<file path="config.mk">
export PLATFORM = sky130hd
export DESIGN_NAME = alu_result_monitor_flat
export DESIGN_NICKNAME = d
export VERILOG_FILES = /design/src/rtl/alu_mon_pkg.sv /design/src/rtl/alu_result_monitor_if.sv /design/src/rtl/alu_mon_fifo.sv /design/src/rtl/alu_result_monitor.sv /design/src/flat_wrapper.sv
export SDC_FILE = /design/constraint.sdc
export NUM_CORES = 1
export LEC_CHECK = 0
export CORE_UTILIZATION = 35
export CTS_BUF_LIST = sky130_fd_sc_hd__clkbuf_2
export DETAILED_ROUTE_END_ITERATION = 16
export GPL_TIMING_DRIVEN = 0
export PLACE_DENSITY = 0.53
export SKIP_CTS_REPAIR_TIMING = 1
export SLEW_MARGIN = 40
export SYNTH_ARGS = -nofsm -noshare
export SYNTH_HDL_FRONTEND = slang
export SYNTH_SLANG_ARGS = --single-unit
</file>
<file path="constraint.sdc">
create_clock -name clk -period 46.2 [get_ports clk]
set_input_delay 11.55 -clock clk [delete_from_list [all_inputs] [get_ports clk]]
set_output_delay 11.55 -clock clk [all_outputs]
set_load 0.05 [all_outputs]
</file>
<file path="src/rtl/alu_mon_pkg.sv">
// Shared types and constants for the ALU result monitor: FSM states, record layout, MISR constants.
package alu_mon_pkg;

   typedef enum logic [1:0] {
      ST_IDLE    = 2'd0,
      ST_ARMED   = 2'd1,
      ST_CAPTURE = 2'd2,
      ST_DONE    = 2'd3
   } alu_mon_state_e;

   // Record layout for the default geometry (WIDTH=4, N_ALU=4)
   localparam int unsigned ALU_MON_OUT_W = 4 * 4 * 8;

   typedef struct packed {
      logic [2:0]               select;
      logic                     carry;
      logic                     gt;
      logic                     eq;
      logic                     lt;
      logic [ALU_MON_OUT_W-1:0] out;
   } alu_mon_rec_t;

   localparam logic [31:0] MISR_POLY = 32'h04C1_1DB7;
   localparam logic [31:0] MISR_SEED = 32'hFFFF_FFFF;

   function automatic logic [31:0] misr_step(input logic [31:0] sig, input logic [31:0] din);
      return {sig[30:0], 1'b0} ^ (sig[31] ? MISR_POLY : 32'h0) ^ din;
   endfunction

endpackage

</file>
<file path="src/rtl/alu_result_monitor_if.sv">
// Sample and read-port bundle between the ALU array, the monitor and its consumer.
interface alu_result_monitor_if #(
   parameter int unsigned WIDTH = 4,
   parameter int unsigned N_ALU = 4
);
   localparam int unsigned OUT_W = WIDTH * N_ALU * 8;
   localparam int unsigned REC_W = OUT_W + 7;

   logic             sample_valid;
   logic [2:0]       select;
   logic [OUT_W-1:0] out;
   logic             carry_out;
   logic             a_greater;
   logic             a_equal;
   logic             a_less;
   logic             rd_valid;
   logic             rd_ready;
   logic [REC_W-1:0] rd_data;

   modport master (
      output sample_valid, select, out, carry_out, a_greater, a_equal, a_less, rd_ready,
      input  rd_valid, rd_data
   );

   modport slave (
      input  sample_valid, select, out, carry_out, a_greater, a_equal, a_less, rd_ready,
      output rd_valid, rd_data
   );

endinterface

</file>
<file path="src/rtl/alu_mon_fifo.sv">
// Synchronous first-word-fall-through FIFO with registered head output; head holds its
// last value while empty and a push into an empty FIFO appears on dout one cycle later.
module alu_mon_fifo #(
   parameter int unsigned DATA_W = 8,
   parameter int unsigned DEPTH  = 8
) (
   input  logic              clk,
   input  logic              rst,
   input  logic              push,
   input  logic              pop,
   input  logic              clear,
   input  logic [DATA_W-1:0] din,
   output logic              full,
   output logic              empty,
   output logic [DATA_W-1:0] dout
);
   localparam int unsigned PTR_W = $clog2(DEPTH);

   logic [DATA_W-1:0] mem [DEPTH];
   logic [PTR_W-1:0]  wr_ptr;
   logic [PTR_W-1:0]  rd_ptr;
   logic [PTR_W-1:0]  rd_nxt;
   logic [PTR_W:0]    count;
   logic              do_push;
   logic              do_pop;

   assign full    = (count == (PTR_W+1)'(DEPTH));
   assign empty   = (count == '0);
   assign do_pop  = pop && !empty;
   assign do_push = push && (!full || do_pop);
   assign rd_nxt  = rd_ptr + PTR_W'(1);

   always_ff @(posedge clk) begin
      if (do_push && !clear)
         mem[wr_ptr] <= din;
   end

   always_ff @(posedge clk) begin
      if (rst) begin
         wr_ptr <= '0;
         rd_ptr <= '0;
         count  <= '0;
         dout   <= '0;
      end else if (clear) begin
         wr_ptr <= '0;
         rd_ptr <= '0;
         count  <= '0;
      end else begin
         if (do_push)
            wr_ptr <= wr_ptr + PTR_W'(1);
         if (do_pop)
            rd_ptr <= rd_nxt;
         if (do_push && !do_pop)
            count <= count + (PTR_W+1)'(1);
         else if (do_pop && !do_push)
            count <= count - (PTR_W+1)'(1);
         // Head register: load the incoming word when it becomes the head, else the next stored entry
         if (do_push && (empty || (do_pop && count == (PTR_W+1)'(1))))
            dout <= din;
         else if (do_pop && count > (PTR_W+1)'(1))
            dout <= mem[rd_nxt];
      end
   end

endmodule

</file>
<file path="src/rtl/alu_result_monitor.sv">
// ALU result monitor: arm/trigger capture FSM feeding a record FIFO drained via valid/ready.
// Optional macro ALU_MON_MISR_EN adds a 32-bit MISR signature of every accepted record.
module alu_result_monitor
   import alu_mon_pkg::*;
#(
   parameter int unsigned WIDTH    = 4,
   parameter int unsigned N_ALU    = 4,
   parameter int unsigned DEPTH    = 8,
   parameter int unsigned CAPT_LEN = 16
) (
   input  logic                 clk,
   input  logic                 arst,
   alu_result_monitor_if.slave  bus,
   input  logic                 arm,
   input  logic                 abort,
   input  logic                 clear,
   input  logic                 trig_en,
   input  logic [2:0]           trig_sel,
   output logic [1:0]           state,
   output logic [15:0]          cap_cnt,
   output logic                 overflow,
   output logic [7:0]           drop_cnt,
`ifdef ALU_MON_MISR_EN
   output logic [31:0]          signature,
`endif
   output logic                 done
);
   localparam int unsigned OUT_W = WIDTH * N_ALU * 8;
   localparam int unsigned REC_W = OUT_W + 7;

   alu_mon_state_e   st;
   logic [REC_W-1:0] rec;
   logic             fifo_full;
   logic             fifo_empty;
   logic             rd_pop;
   logic             trig_hit;
   logic             qual;
   logic             push_ok;
   logic             cap_last;
   logic [15:0]      cap_inc;

   assign rec          = {bus.select, bus.carry_out, bus.a_greater, bus.a_equal, bus.a_less, bus.out};
   assign bus.rd_valid = !fifo_empty;
   assign rd_pop       = !fifo_empty && bus.rd_ready;
   assign trig_hit     = !trig_en || (bus.select == trig_sel);
   // abort wins over a same-cycle sample, so the sample is not qualified
   assign qual         = !abort && bus.sample_valid &&
                         (((st == ST_ARMED) && trig_hit) || (st == ST_CAPTURE));
   assign push_ok      = qual && !clear && (!fifo_full || rd_pop);
   assign cap_inc      = cap_cnt + 16'd1;
   assign cap_last     = (cap_inc == 16'(CAPT_LEN));
   assign state        = st;

   alu_mon_fifo #(
      .DATA_W (REC_W),
      .DEPTH  (DEPTH)
   ) u_fifo (
      .clk   (clk),
      .rst   (arst),
      .push  (push_ok),
      .pop   (rd_pop),
      .clear (clear),
      .din   (rec),
      .full  (fifo_full),
      .empty (fifo_empty),
      .dout  (bus.rd_data)
   );

   always_ff @(posedge clk) begin
      if (arst) begin
         st      <= ST_IDLE;
         cap_cnt <= '0;
         done    <= 1'b0;
      end else if (abort) begin
         st   <= ST_IDLE;
         done <= 1'b0;
      end else begin
         case (st)
            ST_IDLE: begin
               if (arm) begin
                  st      <= ST_ARMED;
                  cap_cnt <= '0;
               end
            end
            ST_ARMED, ST_CAPTURE: begin
               if (qual) begin
                  cap_cnt <= cap_inc;
                  if (cap_last) begin
                     st   <= ST_DONE;
                     done <= 1'b1;
                  end else begin
                     st <= ST_CAPTURE;
                  end
               end
            end
            ST_DONE: begin
               if (arm) begin
                  st      <= ST_ARMED;
                  cap_cnt <= '0;
                  done    <= 1'b0;
               end
            end
            default: st <= ST_IDLE;
         endcase
      end
   end

   always_ff @(posedge clk) begin
      if (arst || clear) begin
         overflow <= 1'b0;
         drop_cnt <= '0;
      end else if (qual && fifo_full && !rd_pop) begin
         overflow <= 1'b1;
         if (drop_cnt != 8'hFF)
            drop_cnt <= drop_cnt + 8'd1;
      end
   end

`ifdef ALU_MON_MISR_EN
   localparam int unsigned N_CHUNK = (REC_W + 31) / 32;
   localparam int unsigned PAD_W   = N_CHUNK * 32;

   logic [PAD_W-1:0] rec_pad;
   logic [31:0]      rec_fold;
   logic             seed_evt;

   assign seed_evt = arm && !abort && ((st == ST_IDLE) || (st == ST_DONE));

   always_comb begin
      rec_pad  = PAD_W'(rec);
      rec_fold = '0;
      for (int unsigned i = 0; i < N_CHUNK; i++)
         rec_fold = rec_fold ^ rec_pad[i*32 +: 32];
   end

   always_ff @(posedge clk) begin
      if (arst || clear || seed_evt)
         signature <= MISR_SEED;
      else if (push_ok)
         signature <= misr_step(signature, rec_fold);
   end
`endif

endmodule

</file>
<file path="src/flat_wrapper.sv">
// flat-port wrapper written by rule: the top's interface ports become plain ports
module alu_result_monitor_flat import alu_mon_pkg::*;
#(
   parameter int unsigned WIDTH    = 4,
   parameter int unsigned N_ALU    = 4,
   parameter int unsigned DEPTH    = 8,
   parameter int unsigned CAPT_LEN = 16
)
  (clk, arst, arm, abort, clear, trig_en, trig_sel, state, cap_cnt, overflow, drop_cnt, done, bus_sample_valid, bus_select, bus_out, bus_carry_out, bus_a_greater, bus_a_equal, bus_a_less, bus_rd_ready, bus_rd_valid, bus_rd_data);
  alu_result_monitor_if #(.WIDTH(WIDTH), .N_ALU(N_ALU)) bus_i ();
  input  logic clk;
  input  logic arst;
  input  logic arm;
  input  logic abort;
  input  logic clear;
  input  logic trig_en;
  input  logic [2:0] trig_sel;
  output logic [1:0] state;
  output logic [15:0] cap_cnt;
  output logic overflow;
  output logic [7:0] drop_cnt;
  output logic done;
  input wire logic [$bits(bus_i.sample_valid)-1:0] bus_sample_valid;
  input wire logic [$bits(bus_i.select)-1:0] bus_select;
  input wire logic [$bits(bus_i.out)-1:0] bus_out;
  input wire logic [$bits(bus_i.carry_out)-1:0] bus_carry_out;
  input wire logic [$bits(bus_i.a_greater)-1:0] bus_a_greater;
  input wire logic [$bits(bus_i.a_equal)-1:0] bus_a_equal;
  input wire logic [$bits(bus_i.a_less)-1:0] bus_a_less;
  input wire logic [$bits(bus_i.rd_ready)-1:0] bus_rd_ready;
  output wire logic [$bits(bus_i.rd_valid)-1:0] bus_rd_valid;
  output wire logic [$bits(bus_i.rd_data)-1:0] bus_rd_data;
  assign bus_i.sample_valid = bus_sample_valid;
  assign bus_i.select = bus_select;
  assign bus_i.out = bus_out;
  assign bus_i.carry_out = bus_carry_out;
  assign bus_i.a_greater = bus_a_greater;
  assign bus_i.a_equal = bus_a_equal;
  assign bus_i.a_less = bus_a_less;
  assign bus_i.rd_ready = bus_rd_ready;
  assign bus_rd_valid = bus_i.rd_valid;
  assign bus_rd_data = bus_i.rd_data;
  alu_result_monitor #(.WIDTH(WIDTH), .N_ALU(N_ALU), .DEPTH(DEPTH), .CAPT_LEN(CAPT_LEN)) u_core (.clk(clk), .arst(arst), .bus(bus_i), .arm(arm), .abort(abort), .clear(clear), .trig_en(trig_en), .trig_sel(trig_sel), .state(state), .cap_cnt(cap_cnt), .overflow(overflow), .drop_cnt(drop_cnt), .done(done));
endmodule
</file>
==> flow_summary_export.csv, run 1 <==
group,metric,value,unit
route,wl,133000,um
logic_synthesis,yosysSeqAreaShare,74.5,%
placement,gp_congestion,0.774,
sta,tns,0,ps
sta,finalCritPeriodShare,32.7,%
logic_synthesis,synth-edff-count,1080,
sta,fmax,66.1,MHz
sta,finalHoldWorstSlack,477,ps
critical_path,crit_slowest_cell,"clkdlybuf4s50_1",
critical_path,rr_startpoint,"u_core.state[0]",
critical_path,path_cells,"inv_1 -> ha_1 -> or3b_2 -> clkdlybuf4s50_1",
cells_and_area,drive_above_1_share,28.7,%
floorplan,design.portCount,310,
power,powerDensity,34.7,nW/um^2
cts,clk_pin_slew_worst_paths,90,ps
critical_path,cp_num_buf_inv,2,
critical_path,critPathArrivalTime,3570,ps
grt,overflow,0,
floorplan,core-area,136000,um^2
grt,globalRoute.busiestLayer,"met2",
route,drtIter0Drc,2135,
route,via_count,27682,
logic_synthesis,syn-cell-area,48200,um^2
grt,antenna_found_initial,24,
grt,grt_usage,19.1,%
sta,clock_skew,137,ps
grt,met2_usage,32.1,%
floorplan,dieWidth,373,um
critical_path,crit_family,"buffers and inverters",
critical_path,endpoint_kind,"output pin",
logic_synthesis,synth_cell_types,54,
sta,maxSlewHeadroom,24.7,%
floorplan,die_h,373,um
cts,cts_sinks,1253,
worst_hold_path,hold_start,"u_core.u_fifo.rd_ptr[1]",
route,ant_nets,0,
critical_path,r2r_slack,41830,ps
placement,dp_slack,29760,ps
placement,io_buffers,309,
grt,use_met1,23.2,%
floorplan,die_area,139000,um^2
route,routedWlPerCell,24.6,um
critical_path,cp-startpoint,"u_core.u_fifo.count[0]",
logic_synthesis,syn_avg_cell_area,18.6,um^2
cells_and_area,syn2layout_area_growth,22.2,%
floorplan,rows,135,
cts,cts_tree,"yes",
critical_path,cp_max_fo,6,
sta,setup_viol,0,
logic_synthesis,async_flop_share,0,%
route,drc,0,
sta,hold_viol_final,0,
critical_path,max_stage_delay,780,ps
floorplan,start_util,35.5,%
cts,insertion_delay,1620,ps
sta,rsz0062_at_grt,"false",
cts,cts_max_level,5,
sta,tightest_slew,1130,ps
route,via_per_inst,5.09,
cts,cts_buffer_depth,4,
cts,numCtsBuffers,341,
grt,grt.met3_usage,5.65,%
grt,first_global_vias,29646,
logic_synthesis,synthesis.nets,2750,
logic_synthesis,ys_ff_latch,1253,
grt,grt_pass1_wl,194000,um
sta,drv_slew,0,
critical_path,required,34650,ps
logic_synthesis,synth-main-ff-cell,"edfxtp_1",
logic_synthesis,syn_inst,2592,
grt,grt_max_degree,17,
sta,min_period,15120,ps
cts,cts_root_buffer,"clkbuf_2",
sta,setup_ws,31080,ps
placement,dp_hpwl,91300,um
worst_hold_path,hold_class,"flop to flop",
critical_path,start_kind,"flop",
logic_synthesis,synth_warnings,0,
cells_and_area,final_nets,3546,
power,ir_drop,21.2,uV
critical_path,path_class,"flop to output pin",
flow_run,max-cap-violations,0,
power,p_leak,18.6,nW
route,dr.pass1.iters,5,
outcome,status,"complete, no violations",
[per-layer routing]
layer	routed length [um]	vias up
li1	-	12261
met2	66700	926
met5	146	-
met4	3650	24
met1	53500	14177
met3	9470	294
[stage by stage]
stage	cell area (um^2)	total power, mW	instances	utilization, %
after detailed placement	55900	1.31	4826	41.1
after global routing	58900	2.13	5433	43.3
after floorplan	48200	1.27	2592	-
final	58900	2.04	5435	43.3
after CTS	58800	2.08	5422	43.3
after global placement	53500	1.31	4682	39.4
[cell usage in the layout, fill, tap and decap left out, types with 8 or more instances in the layout]
cell type / synthesis / routed
edfxtp_1: 1080 / 1080
clkbuf_2: 2 / 532
clkdlybuf4s50_1: 0 / 309
nand2_1: 288 / 288
mux4_2: 270 / 270
dfxtp_1: 173 / 173
a21oi_1: 150 / 150
mux2i_1: 139 / 139
o211ai_1: 136 / 136
clkbuf_1: 87 / 65
buf_2: 33 / 61
clkinv_1: 0 / 57
buf_16: 0 / 46
buf_4: 0 / 44
buf_8: 0 / 32
nor2_1: 36 / 30
buf_1: 31 / 22
clkinv_2: 0 / 19
xor2_1: 16 / 15
nand3_1: 14 / 14
diode_2: 0 / 13
o21ai_0: 12 / 12
ha_1: 12 / 12
inv_1: 10 / 10
nand4_1: 9 / 9
buf_6: 6 / 8
nor3_1: 10 / 8
[worst paths after layout]
check / to / cells past startpoint
worst min-delay path: u_core.u_fifo.rd_ptr[1] / 2
worst min register to register: u_core.u_fifo.rd_ptr[1] / 2
worst max-delay path: bus_rd_valid / 4
worst max register to register: u_core.u_fifo.mem[1][96] / 15
[cell usage after synthesis (10+ instances only)]
cell / count / area share [%]
a21oi_1: 150 / 1.6
buf_1: 31 / 0.24
buf_2: 33 / 0.34
clkbuf_1: 87 / 0.68
dfxtp_1: 173 / 7.2
edfxtp_1: 1080 / 67
ha_1: 12 / 0.31
inv_1: 10 / 0.078
mux2i_1: 139 / 2.9
mux4_2: 270 / 13
nand2_1: 288 / 2.2
nand3_1: 14 / 0.15
nor2_1: 36 / 0.28
nor3_1: 10 / 0.10
o211ai_1: 136 / 2.1
o21ai_0: 12 / 0.12
xor2_1: 16 / 0.29
[worst reg2reg max path, delay by kind of cell (launching register included)]
family	cells	cell delay (ps)
buf+inv	8	1800
simple gates	6	1650
flops	1	440
fa+ha+maj	1	190
[registers in the layout, indices dropped and copies added, names as in the netlist, 2 cells and up]
name,cells
u_core.cap_cnt,16
u_core.drop_cnt,8
u_core.state,2
u_core.u_fifo.count,4
u_core.u_fifo.dout,135
u_core.u_fifo.mem,1080
u_core.u_fifo.rd_ptr,3
u_core.u_fifo.wr_ptr,3
[power by group]
group / internal, mW / total, mW / switching [mW]
logic: 0.0213 / 0.0552 / 0.0338
registers: 1.23 / 1.23 / 0.000890
clock network: 0.309 / 0.762 / 0.453
[layout make-up]
class                   count  area [um^2]
well taps                1781         2230
repair buffers            453         5310
multi-input cells        1170        11700
clock inverters            87          434
fillers                 12084        77100
diodes                     13         32.5
plain buffers             159          727
flip-flops and latches   1253        35900
inverters                  10         37.5
clock buffers             509         2550
[kinds of logic after synthesis]
logic type | share of synthesized area [%]
flops | 74.5
simple gates | 3.65
fa+ha+maj | 0.311
compound gates | 4.10
xor+xnor | 0.418
mux | 15.5
buf+inv | 1.50
(Power assumes the default switching activity.)
==> inputs of run 2 (changes only) <==
Settings changed: PLACE_DENSITY 0.53 to 0.55.
Clock period 46.2 ns to 12.8 ns, I/O delays scaled along.
==> run 2 against run 1 <==
- die area unchanged
- first-iteration DRC count fell by 14%
- register-to-register slack got worse by 33000 ps
- largest power group unchanged
- final area grew 0.11%
- sequential share of layout area decreased by 0.066 points
==> flow_summary_export.csv, run 2 (synthesis results as in run 1) <==
group,metric,value,unit
outcome,status,"complete, no violations",
power,power,7.45,mW
critical_path,endpoint_kind,"output pin",
sta,clock_skew,193,ps
floorplan,start_util,35.5,%
cells_and_area,largest-register,"u_core.u_fifo.mem",
placement,io_buffers,309,
grt,first_global_vias,28584,
cells_and_area,final_common_cell,"edfxtp_1",
critical_path,start_kind,"flop",
critical_path,path_cells,"inv_1 -> ha_1 -> or3b_2 -> clkdlybuf4s50_1",
cts,numCtsBuffers,344,
route,via_per_inst,5.08,
floorplan,core-area,136000,um^2
grt,overflow,0,
route,via_count,27485,
grt,antenna_found_initial,24,
grt,grt_max_degree,17,
critical_path,crit_family,"buffers and inverters",
sta,drv_slew,0,
sta,tightest_slew,1120,ps
critical_path,crit_slowest_cell,"clkdlybuf4s50_1",
critical_path,required,9600,ps
critical_path,path_class,"flop to output pin",
cells_and_area,drive_above_1_share,27.9,%
worst_hold_path,hold_class,"flop to flop",
cts,cts_buffer_depth,4,
sta,maxSlewHeadroom,25.4,%
flow_run,max-cap-violations,0,
route,drc,0,
placement,dp_hpwl,86700,um
floorplan,die_area,139000,um^2
power,powerDensity,126,nW/um^2
cts,insertion_delay,1700,ps
power,p_leak,18.5,nW
sta,finalCritPeriodShare,53.3,%
floorplan,rows,135,
route,dr.pass1.iters,5,
placement,dp_slack,4860,ps
floorplan,die_h,373,um
placement,postPlaceCellArea,55900,um^2
cts,cts_sinks,1253,
route,routedWlPerCell,24.3,um
cts,clk_pin_slew_worst_paths,100,ps
floorplan,design.portCount,310,
cells_and_area,final_nets,3524,
sta,fmax,147,MHz
power,ir_drop,74.7,uV
critical_path,cp_max_fo,6,
sta,min_period,6820,ps
critical_path,max_stage_delay,760,ps
placement,gp_congestion,0.743,
route,ant_nets,0,
grt,grt_usage,18.8,%
cells_and_area,reg.largest.list,"u_core.u_fifo.mem (1080), u_core.u_fifo.dout (135), u_core.cap_cnt (16)",
cts,cts_max_level,5,
cells_and_area,most-common-layout-cells,"1080 x edfxtp_1, 525 x clkbuf_2, 309 x clkdlybuf4s50_1",
floorplan,dieWidth,373,um
sta,setup_viol,0,
cells_and_area,syn2layout_area_growth,22.3,%
cts,cts_tree,"yes",
sta,setup_ws,5980,ps
cts,cts_root_buffer,"clkbuf_2",
cells_and_area,stdcell_area,58900,um^2
sta,hold_viol_final,0,
critical_path,cp_num_buf_inv,2,
sta,rsz0062_at_grt,"false",
cells_and_area,largest_reg_flops,1080,
route,wl,131000,um
critical_path,critPathArrivalTime,3620,ps
route,drtIter0Drc,1833,
grt,grt_pass1_wl,191000,um
-- run 2: worst paths after layout --
path,start,to,slack (ps),depth (start not counted)
setup / recovery,u_core.u_fifo.count[0],bus_rd_valid,5980,4
hold / removal,u_core.overflow,u_core.overflow,490,2
setup reg to reg,u_core.state[0],u_core.u_fifo.mem[6][53],8480,15
hold reg to reg,u_core.overflow,u_core.overflow,490,2
-- run 2: per-layer routing --
layer  part of all wire (%)  up-vias  track usage (%)
li1                       -    12252                -
met1                     42    14037             24.4
met2                     48      895             29.8
met3                    7.1      271             5.44
met4                    2.4       30             7.06
met5                   0.14        -                0
-- run 2: worst register-to-register path: cells and delay by family (launching register included) --
family	cells	cell delay (ps)
buffers and inverters	8	1480
and+or+nand+nor	6	1750
adders and majority gates	1	200
DFF	1	470
-- run 2: layout make-up --
type / count / area, um^2
fill: 12141 / 77000
sequential: 1253 / 35900
multi-input combinational: 1170 / 11700
timing repair buffer: 428 / 5290
clock buffer: 502 / 2510
tap: 1781 / 2230
buffer: 159 / 726
clock inverter: 92 / 524
antenna: 17 / 42.5
inverter: 10 / 37.5
-- run 2: per-stage QoR --
step / instances / hold slack, ps / setup TNS (ps) / utilization [%]
3_5_place_dp: 4801 / 473 / 0 / 41.1
6_report: 5412 / 489 / 0 / 43.4
2_1_floorplan: 2592 / 440 / 0 / -
3_3_place_gp: 4682 / 468 / -6992300 / 39.4
5_1_grt: 5407 / 505 / 0 / 43.3
4_1_cts: 5395 / 489 / 0 / 43.3
-- run 2: report_power, final --
group	leakage [nW]	total (mW)	internal (mW)	switching (mW)
clock	2.35	2.82	1.16	1.66
sequential	11.1	4.43	4.43	0.00318
combinational	5.00	0.200	0.0761	0.124
total	18.5	7.45	5.67	1.79
